<file path="config.mk">
export PLATFORM = sky130hd
export DESIGN_NAME = fp_normalize_pack_flat
export DESIGN_NICKNAME = d
export VERILOG_FILES = /design/src/rtl/fp_normalize_pack_if.sv /design/src/rtl/fp_normalize_pack.sv /design/src/flat_wrapper.sv
export SDC_FILE = /design/constraint.sdc
export NUM_CORES = 1
export LEC_CHECK = 0
export ABC_CLOCK_PERIOD_IN_PS = 3250
export CAP_MARGIN = 15
export CORE_ASPECT_RATIO = 1.5
export CORE_MARGIN = 2
export CORE_UTILIZATION = 45
export DETAILED_ROUTE_END_ITERATION = 7
export HOLD_SLACK_MARGIN = 0.12
export PLACE_DENSITY_LB_ADDON = 0.3
export SYNTH_ARGS = -nofsm -noshare
export SYNTH_HDL_FRONTEND = slang
export SYNTH_SLANG_ARGS = --single-unit
</file>
<file path="constraint.sdc">
create_clock -name clk -period 3.25 [get_ports clk]
set_clock_uncertainty 0.15 [all_clocks]
set_input_delay 0.65 -clock clk [delete_from_list [all_inputs] [get_ports clk]]
set_output_delay 0.65 -clock clk [all_outputs]
set_load 0.02 [all_outputs]
</file>
<file path="src/rtl/fp_normalize_pack_if.sv">
// Handshake and data bundle between the adder stage, fp_normalize_pack and its consumer.
// The adder side drives the raw sum; the consumer side takes the packed single-precision result.
interface fp_normalize_pack_if;
    logic        in_valid;
    logic        in_ready;
    logic        SO;
    logic        CO;
    logic [27:0] S;
    logic [7:0]  EXP;
    logic        out_valid;
    logic        out_ready;
    logic [31:0] RESULT;
    logic        OVF;
    logic        UNF;

    modport master (
        output in_valid, SO, CO, S, EXP, out_ready,
        input  in_ready, out_valid, RESULT, OVF, UNF
    );

    modport slave (
        input  in_valid, SO, CO, S, EXP, out_ready,
        output in_ready, out_valid, RESULT, OVF, UNF
    );
endinterface

</file>
<file path="src/rtl/fp_normalize_pack.sv">
// Normalizes a raw adder sum one bit per cycle, optionally rounds, and packs an IEEE754 single.
// Define FPNP_ROUND_EN to enable the round-to-nearest-even ROUND state; otherwise GRS bits are truncated.
module fp_normalize_pack (
    input logic                clk,
    input logic                rst,
    fp_normalize_pack_if.slave bus
);
    typedef enum logic [1:0] {IDLE, NORM, ROUND, DONE} state_t;

    state_t      state;
    logic [28:0] m;
    logic [9:0]  e;
    logic        sign;
    logic        in_ready_r;
    logic        out_valid_r;
    logic [31:0] result_r;
    logic        ovf_r;
    logic        unf_r;

    // Returns {RESULT, OVF, UNF}; mant holds the hidden bit at [23] and the fraction below it.
    function automatic logic [33:0] pack_result(input logic s, input logic [9:0] ex,
                                                input logic [23:0] mant);
        if (ex >= 10'd255) begin
            return {s, 8'hFF, 23'h0, 1'b1, 1'b0};
        end else if (!mant[23]) begin
            return {s, 8'h00, mant[22:0], 1'b0, 1'b1};
        end else begin
            return {s, ex[7:0], mant[22:0], 2'b00};
        end
    endfunction

`ifdef FPNP_ROUND_EN
    logic        round_up;
    logic [24:0] rnd_sum;
    logic [23:0] rnd_mant;
    logic [9:0]  rnd_exp;

    // A carry out of the 24-bit mantissa renormalizes by one right shift.
    always_comb begin
        round_up = m[2] & (m[1] | m[0] | m[3]);
        rnd_sum  = {1'b0, m[26:3]} + {24'd0, round_up};
        if (rnd_sum[24]) begin
            rnd_mant = rnd_sum[24:1];
            rnd_exp  = e + 10'd1;
        end else begin
            rnd_mant = rnd_sum[23:0];
            rnd_exp  = e;
        end
    end
`endif

    always_ff @(posedge clk) begin
        if (rst) begin
            state       <= IDLE;
            m           <= '0;
            e           <= '0;
            sign        <= 1'b0;
            in_ready_r  <= 1'b1;
            out_valid_r <= 1'b0;
            result_r    <= '0;
            ovf_r       <= 1'b0;
            unf_r       <= 1'b0;
        end else begin
            case (state)
                IDLE: begin
                    if (bus.in_valid && in_ready_r) begin
                        m          <= {bus.CO, bus.S};
                        e          <= {2'b00, bus.EXP};
                        sign       <= bus.SO;
                        in_ready_r <= 1'b0;
                        state      <= NORM;
                    end
                end
                NORM: begin
                    if (m == '0) begin
                        result_r    <= '0;
                        ovf_r       <= 1'b0;
                        unf_r       <= 1'b0;
                        out_valid_r <= 1'b1;
                        state       <= DONE;
                    end else if (m[28] || m[27]) begin
                        m <= {1'b0, m[28:2], m[1] | m[0]};
                        e <= e + 10'd1;
                    end else if (!m[26] && e > 10'd1) begin
                        m <= {m[27:0], 1'b0};
                        e <= e - 10'd1;
                    end else begin
                        // Stops on the hidden bit, or at the smallest exponent (subnormal result).
`ifdef FPNP_ROUND_EN
                        state <= ROUND;
`else
                        {result_r, ovf_r, unf_r} <= pack_result(sign, e, m[26:3]);
                        out_valid_r              <= 1'b1;
                        state                    <= DONE;
`endif
                    end
                end
`ifdef FPNP_ROUND_EN
                ROUND: begin
                    m                        <= {2'b00, rnd_mant, 3'b000};
                    e                        <= rnd_exp;
                    {result_r, ovf_r, unf_r} <= pack_result(sign, rnd_exp, rnd_mant);
                    out_valid_r              <= 1'b1;
                    state                    <= DONE;
                end
`endif
                DONE: begin
                    if (bus.out_ready) begin
                        out_valid_r <= 1'b0;
                        in_ready_r  <= 1'b1;
                        state       <= IDLE;
                    end
                end
                default: begin
                    in_ready_r  <= 1'b1;
                    out_valid_r <= 1'b0;
                    state       <= IDLE;
                end
            endcase
        end
    end

    assign bus.in_ready  = in_ready_r;
    assign bus.out_valid = out_valid_r;
    assign bus.RESULT    = result_r;
    assign bus.OVF       = ovf_r;
    assign bus.UNF       = unf_r;
endmodule

</file>
<file path="src/flat_wrapper.sv">
// flat-port wrapper written by rule: the top's interface ports become plain ports
module fp_normalize_pack_flat 
  (clk, rst, bus_in_valid, bus_SO, bus_CO, bus_S, bus_EXP, bus_out_ready, bus_in_ready, bus_out_valid, bus_RESULT, bus_OVF, bus_UNF);
  fp_normalize_pack_if bus_i ();
  input logic clk;
  input logic rst;
  input wire logic [$bits(bus_i.in_valid)-1:0] bus_in_valid;
  input wire logic [$bits(bus_i.SO)-1:0] bus_SO;
  input wire logic [$bits(bus_i.CO)-1:0] bus_CO;
  input wire logic [$bits(bus_i.S)-1:0] bus_S;
  input wire logic [$bits(bus_i.EXP)-1:0] bus_EXP;
  input wire logic [$bits(bus_i.out_ready)-1:0] bus_out_ready;
  output wire logic [$bits(bus_i.in_ready)-1:0] bus_in_ready;
  output wire logic [$bits(bus_i.out_valid)-1:0] bus_out_valid;
  output wire logic [$bits(bus_i.RESULT)-1:0] bus_RESULT;
  output wire logic [$bits(bus_i.OVF)-1:0] bus_OVF;
  output wire logic [$bits(bus_i.UNF)-1:0] bus_UNF;
  assign bus_i.in_valid = bus_in_valid;
  assign bus_i.SO = bus_SO;
  assign bus_i.CO = bus_CO;
  assign bus_i.S = bus_S;
  assign bus_i.EXP = bus_EXP;
  assign bus_i.out_ready = bus_out_ready;
  assign bus_in_ready = bus_i.in_ready;
  assign bus_out_valid = bus_i.out_valid;
  assign bus_RESULT = bus_i.RESULT;
  assign bus_OVF = bus_i.OVF;
  assign bus_UNF = bus_i.UNF;
  fp_normalize_pack u_core (.clk(clk), .rst(rst), .bus(bus_i));
endmodule
</file>
==> Word level (Yosys, flattened, before mapping) <==
Cells that the tools add are included.
W data, S select, Z words.
{ "totals": {"reg_bits": 78, "inputBits": 42, "output_inout_bits": 36, "elab_cells": 74} }
{ "classes": {"addsub": 2, "n_lt_le_gt_ge": 2, "eq_ne": 10, "n_mux": 35, "bitwise_logic": 3, "n_reduce_logical": 13} }
{ "ops": {"columns": ["cell", "n"], "rows": [
  ["$mux W29", 4],
  ["$mux W32", 3],
  ["$mux W33", 2],
  ["$pmux W29 S2", 1],
  ["$mux W10", 4],
  ["$logic_not A29 Y1", 1],
  ["$pmux W10 S2", 1],
  ["$mux W1", 12],
  ["$reduce_and A4 Y1", 3],
  ["$add A10 B1 Y10 const B", 1],
  ["$ge A10 B8 Y1 const B", 1],
  ["$gt A10 B1 Y1 const B", 1],
  ["$mux W2", 5],
  ["$sub A10 B1 Y10 const B", 1],
  ["$ne A2 B1 Y1 const B", 3],
  ["$ne A3 B2 Y1 const B", 2],
  ["$pmux W1 S3", 2],
  ["$pmux W2 S3", 1],
  ["$reduce_and A3 Y1", 2],
  ["$ne A2 B2 Y1 const B", 2],
  ["$ne A3 B1 Y1 const B", 1],
  ["$eq A2 B1 Y1 const B", 1],
  ["$eq A2 B2 Y1 const B", 1],
  ["$logic_and A1 B1 Y1", 2],
  ["other kinds (7)", 8]
]} }

==> Longest topological paths before layout <==
{ "depth": {"word_depth": 6, "depth_mapped": 9, "depth_no_buf": 7} }

==> Worst setup path after synthesis <==
No wires, ideal clock.
{ "synth_timing": {"path_kind": "reg-to-reg", "startpoint": "register u_core.e[2]", "endpoint": "register u_core.m[26]", "setup_ns": 0.072, "arrival_ns": 2.042, "required_ns": 3.028, "path_slack_ns": 0.986, "path_stages_with_launch": 9, "n_path_buf": 3, "synth_period_minus_slack_ns": 2.264, "cell_sequence": "dfxtp_1 -> buf_2 -> or4_4 -> o41ai_4 -> a21oi_2 -> o21ai_2 -> buf_6 -> buf_12 -> mux2i_1"} }
{ "synth_between": {"elab_chain_cells": 4} }
{ "synth_lines": {"columns": ["element", "line_no", "rtl"], "rows": [
  ["start: declaration", "fp_normalize_pack.sv:12", "logic [9:0] e;"],
  ["start signal: assignment", "fp_normalize_pack.sv:68", "e <= {2'b00, bus.EXP};"],
  ["start signal: assignment", "fp_normalize_pack.sv:83", "e <= e + 10'd1;"],
  ["start signal: assignment", "fp_normalize_pack.sv:86", "e <= e - 10'd1;"],
  ["$gt A10 B1 Y1", "fp_normalize_pack.sv:84", "end else if (!m[26] && e > 10'd1) begin"],
  ["$logic_and A1 B1 Y1", "fp_normalize_pack.sv:84", null],
  ["$ne A3 B1 Y1 (no source line)", null, null],
  ["$reduce_and A4 Y1 (no source line)", null, null],
  ["end signal: assignment", "fp_normalize_pack.sv:67", "m <= {bus.CO, bus.S};"],
  ["end signal: assignment", "fp_normalize_pack.sv:82", "m <= {1'b0, m[28:2], m[1] | m[0]};"],
  ["end signal: assignment", "fp_normalize_pack.sv:85", "m <= {m[27:0], 1'b0};"],
  ["end: declaration", "fp_normalize_pack.sv:11", "logic [28:0] m;"]
]} }
No other way between the ends.
A chain may end at the register's enable or synchronous reset.

==> Final worst setup path <==
{ "layout_timing": {"startpoint": "register u_core.e[4]", "endpoint": "register u_core.e[6]"} }
{ "layout_between": {"elab_chain_cells": 5, "elab_cells_between_ends": 10, "classes_between": "add/sub (2); order compare (1); eq/ne (1); mux (4); reduce/logical (2)"} }
{ "layout_lines": {"columns": ["element", "line_no", "rtl"], "rows": [
  ["$sub A10 B1 Y10", "fp_normalize_pack.sv:86", null],
  ["$mux W10", "fp_normalize_pack.sv:84", null],
  ["$mux W10", "fp_normalize_pack.sv:81", "end else if (m[28] || m[27]) begin"],
  ["$mux W10", "fp_normalize_pack.sv:75", "if (m == '0) begin"],
  ["$pmux W10 S2", "fp_normalize_pack.sv:64", "case (state)"]
]} }
Parallel ways exist; a longest one is shown, timed or not. The select of a mux whose other input is x is not followed.

==> results by group <==
Floorplanning
  • DIE WIDTH: 82.78 µm
  • Io pins: 78
  • Starting density of the core: 0.4580
  • Site row count: 43
  • Die ar.: 10110 µm²
  • Die Ht: 122.2 µm
  • Core Area: 9146 µm²

Job
  • Number of max-cap violations: 0

Clock tree
  • Postcts setup bufs: 0
  • Hold_buf cts: 0
  • Clk slew on worst S/H paths: 0.06 ns
  • Maximum clock path buffer count: 2
  • Clk Latency, worst-skew pair: 0.34 ns
  • Root buffer cell: clkbuf_16
  • H-Tree Depth: 3
  • Cts bufs inserted: 9
  • CTS tree: done
  • TritonCTS Sinks: 78
  • Resized cells post-CTS: 0

Global route
  • Initial antenna violation count: 0
  • Pin count of the biggest net entering global routing: 66
  • First-pass GRT wire length: 19670 µm
  • Overflow after GRT: 0
  • All-Layer GR Usage: 0.2526
  • Number of global-route vias before repair: 4038

Logic synthesis
  • Synth area leader: dfxtp_1
  • YS warnings: 0
  • Post-synthesis simple-gate area fraction: 0.2354
  • Largest cells by area after synthesis: dfxtp_1 (37%), nand2_1 (9.3%), mux2i_1 (6.5%)
  • Number of distinct library cells after synthesis: 59
  • XOR/XNOR share of the synthesized area: 0.004182
  • Post-synth EDFFs: 0
  • Largest family of logic cells by synthesized area: compound AO/OA/AOI/OAI gates
  • Synth Area in Compound Gates: 0.2440
  • Main synth FF type: dfxtp_1
  • Syn Inst Count: 536
  • Synthesized Nets: 581
  • #FFs+latches synth: 78
  • Synth top area share: 0.3728
  • Adder-Cell Fraction of Synth Area: 0.008961
  • Register area share after synthesis: 0.3728
  • Syn Area/Cell: 7.815 µm²
  • Post-Syn Area: 4189 µm²
  • Post-synthesis mux area share: 0.06720
  • Asr flop ratio synth: 0

Power
  • Power density cells: 760.9 nW/µm²
  • Leak Pwr: 1.856 nW
  • Sw Share: 0.4006
  • Reg power frac: 0.332
  • P_sw: 1.623 mW
  • Combinational group share of total power: 0.425
  • Max VDD drop: 0.0005105 V
  • P_int: 2.428 mW
  • Clock power share: 0.243

Timing
  • Max Fclk: 377.7 MHz
  • RSZ-0062 raised after global routing: false
  • Clock period minus final worst setup slack: 2.648 ns
  • Worst slew pin tran: 0.8044 ns
  • Final-report hold violation count: 0
  • Setup-failing EPs final: 0
  • Final Cycle Share: 0.8147
  • Setup TNS: 0 ns
  • Slew Limit Headroom: 0.4637
  • Max-slew violation count: 0

Worst setup path
  • CP Launch Type: flop
  • Worst Path Buf+Inv: 1
  • Critical Path RT: 3.36 ns
  • CP top delay family: compound AO/OA/AOI/OAI gates
  • Crit path cell chain: or4_1 > o41ai_4 > a21o_1 > buf_12 > o21ai_1 > a221oi_2
  • Arrival time at the worst endpoint: 2.75 ns
  • Worst setup EP type: flop
  • Crit Path Max Fanout: 28
  • CP max stage delay: 0.62 ns
  • Critical setup path kind: reg -> reg
  • Critical-path top delay cell: or4_1

Routing
  • Detailed Routing Iterations Pass 1: 5
  • Via-per-instance ratio: 6.023
  • Vias: 4246
  • Drt total wl: 12140 µm
  • Drt wl/cell: 17.22 µm
  • Final ANT Viol Nets: 0
  • Starting DRT DRC Count: 305
  • DRC Markers: 0

Final layout
  • Final Util: 0.5819
  • Share of layout cells above drive strength 1: 0.07420
  • N_diodes: 0
  • Fin nets: 634
  • Synth-to-Final Area Change: 27.06%

Worst hold path
  • Hold WC Path Type: reg -> reg

Placed design
  • GPL Wtd Cong: 0.9236
  • Input/output buffers: 77
  • DPL Wire Length: 8236 µm

Status
  • Run status: finished clean
layer usage:
metal  track usage  part of all wire  vias up  wire length, µm
met5             0                 0        -                0
met4        0.1117             0.026        0              313
met1        0.2981              0.40     2025             4914
li1              -                 -     2067                -
met2        0.4435              0.52      130             6367
met3       0.03481             0.045       24              541
synthesized netlist by cell type (4+ instances only):
cell      count
a211oi_1     10
a21oi_1      46
a22oi_1       5
buf_2         6
buf_4         4
clkbuf_1     39
dfxtp_1      78
inv_1         7
mux2i_1      27
nand2_1     104
nand3_1      29
nand4_1      26
nor2_1       10
nor3_1        8
nor4_1        7
o211ai_1     28
o21ai_0      37
power by group through the flow:
stage	Clock (mW)	Sequential [mW]	Combinational (mW)
2_1_floorplan	0	1.34	1.19
3_3_place_gp	0	1.36	1.68
3_5_place_dp	0	1.36	1.71
4_1_cts	0.995	1.34	1.71
5_1_grt	1.03	1.37	1.88
6_report	0.983	1.35	1.72
tightest hold or removal path, stage by stage, from the launching register on:
cell and delay (ns):
dfxtp_1 0.30, o21ai_0 0.06, a21oi_1 0.06
placed cells by master (no fill, tap or decap), types with 7 or more instances in the layout:
cell,count
nand2_1,104
dfxtp_1,78
clkdlybuf4s50_1,77
a21oi_1,46
o21ai_0,37
nand3_1,29
o211ai_1,28
mux2i_1,27
nand4_1,26
buf_4,16
nor2_1,10
a211oi_1,10
clkbuf_16,9
nor3_1,8
nor4_1,7
final cells by class:
| class | count | area [µm²] |
|---|---|---|
| Timing Repair Buffer | 96 | 950.9 |
| Multi-Input combinational cell | 397 | 2360 |
| Clock buffer | 14 | 254.0 |
| Tap cell | 112 | 140.1 |
| Inverter | 7 | 26.28 |
| Fill cell | 892 | 3824 |
| Clock inverter | 1 | 30.03 |
| Sequential cell | 78 | 1562 |
path summary, 6_finish.rpt:
path / depth (start not counted) / startpoint / slack (ns) / to
worst max-delay path: 6 / u_core.e[4] / 0.60 / u_core.e[6]
worst min-delay path: 2 / u_core.bus.RESULT[7] / 0.32 / u_core.bus.RESULT[7]
worst max register to register: 6 / u_core.e[4] / 0.60 / u_core.e[6]
worst min register to register: 2 / u_core.bus.RESULT[7] / 0.32 / u_core.bus.RESULT[7]
cell families after synthesis:
family	count (synthesis)
and+or+nand+nor	206
AOI/OAI and AO/OA	158
DFF	78
buffers and inverters	61
muxes	28
adders and majority gates	3
xor gates and xnor gates	2
stage by stage:
step / std cells / setup WS, ns / hold slack [ns] / instance area, µm² / power (mW)
floorplan: 536 / 0.9860 / 0.2972 / 4189 / 2.529
global placement: 690 / 0.6379 / 0.3075 / 5039 / 3.037
detailed placement: 690 / 0.6441 / 0.3180 / 5039 / 3.066
CTS: 705 / 0.6208 / 0.3234 / 5323 / 4.047
global route: 705 / 0.4783 / 0.3419 / 5323 / 4.276
finish: 705 / 0.6022 / 0.3229 / 5323 / 4.050
registers in the layout, summed over array words and instances, names as in the netlist:
| register | count |
|---|---|
| u_core.bus.OVF | 1 |
| u_core.bus.RESULT | 32 |
| u_core.bus.UNF | 1 |
| u_core.bus.in_ready | 1 |
| u_core.bus.out_valid | 1 |
| u_core.e | 10 |
| u_core.m | 29 |
| u_core.sign | 1 |
| u_core.state | 2 |
Power figures use the tool's default switching activity.
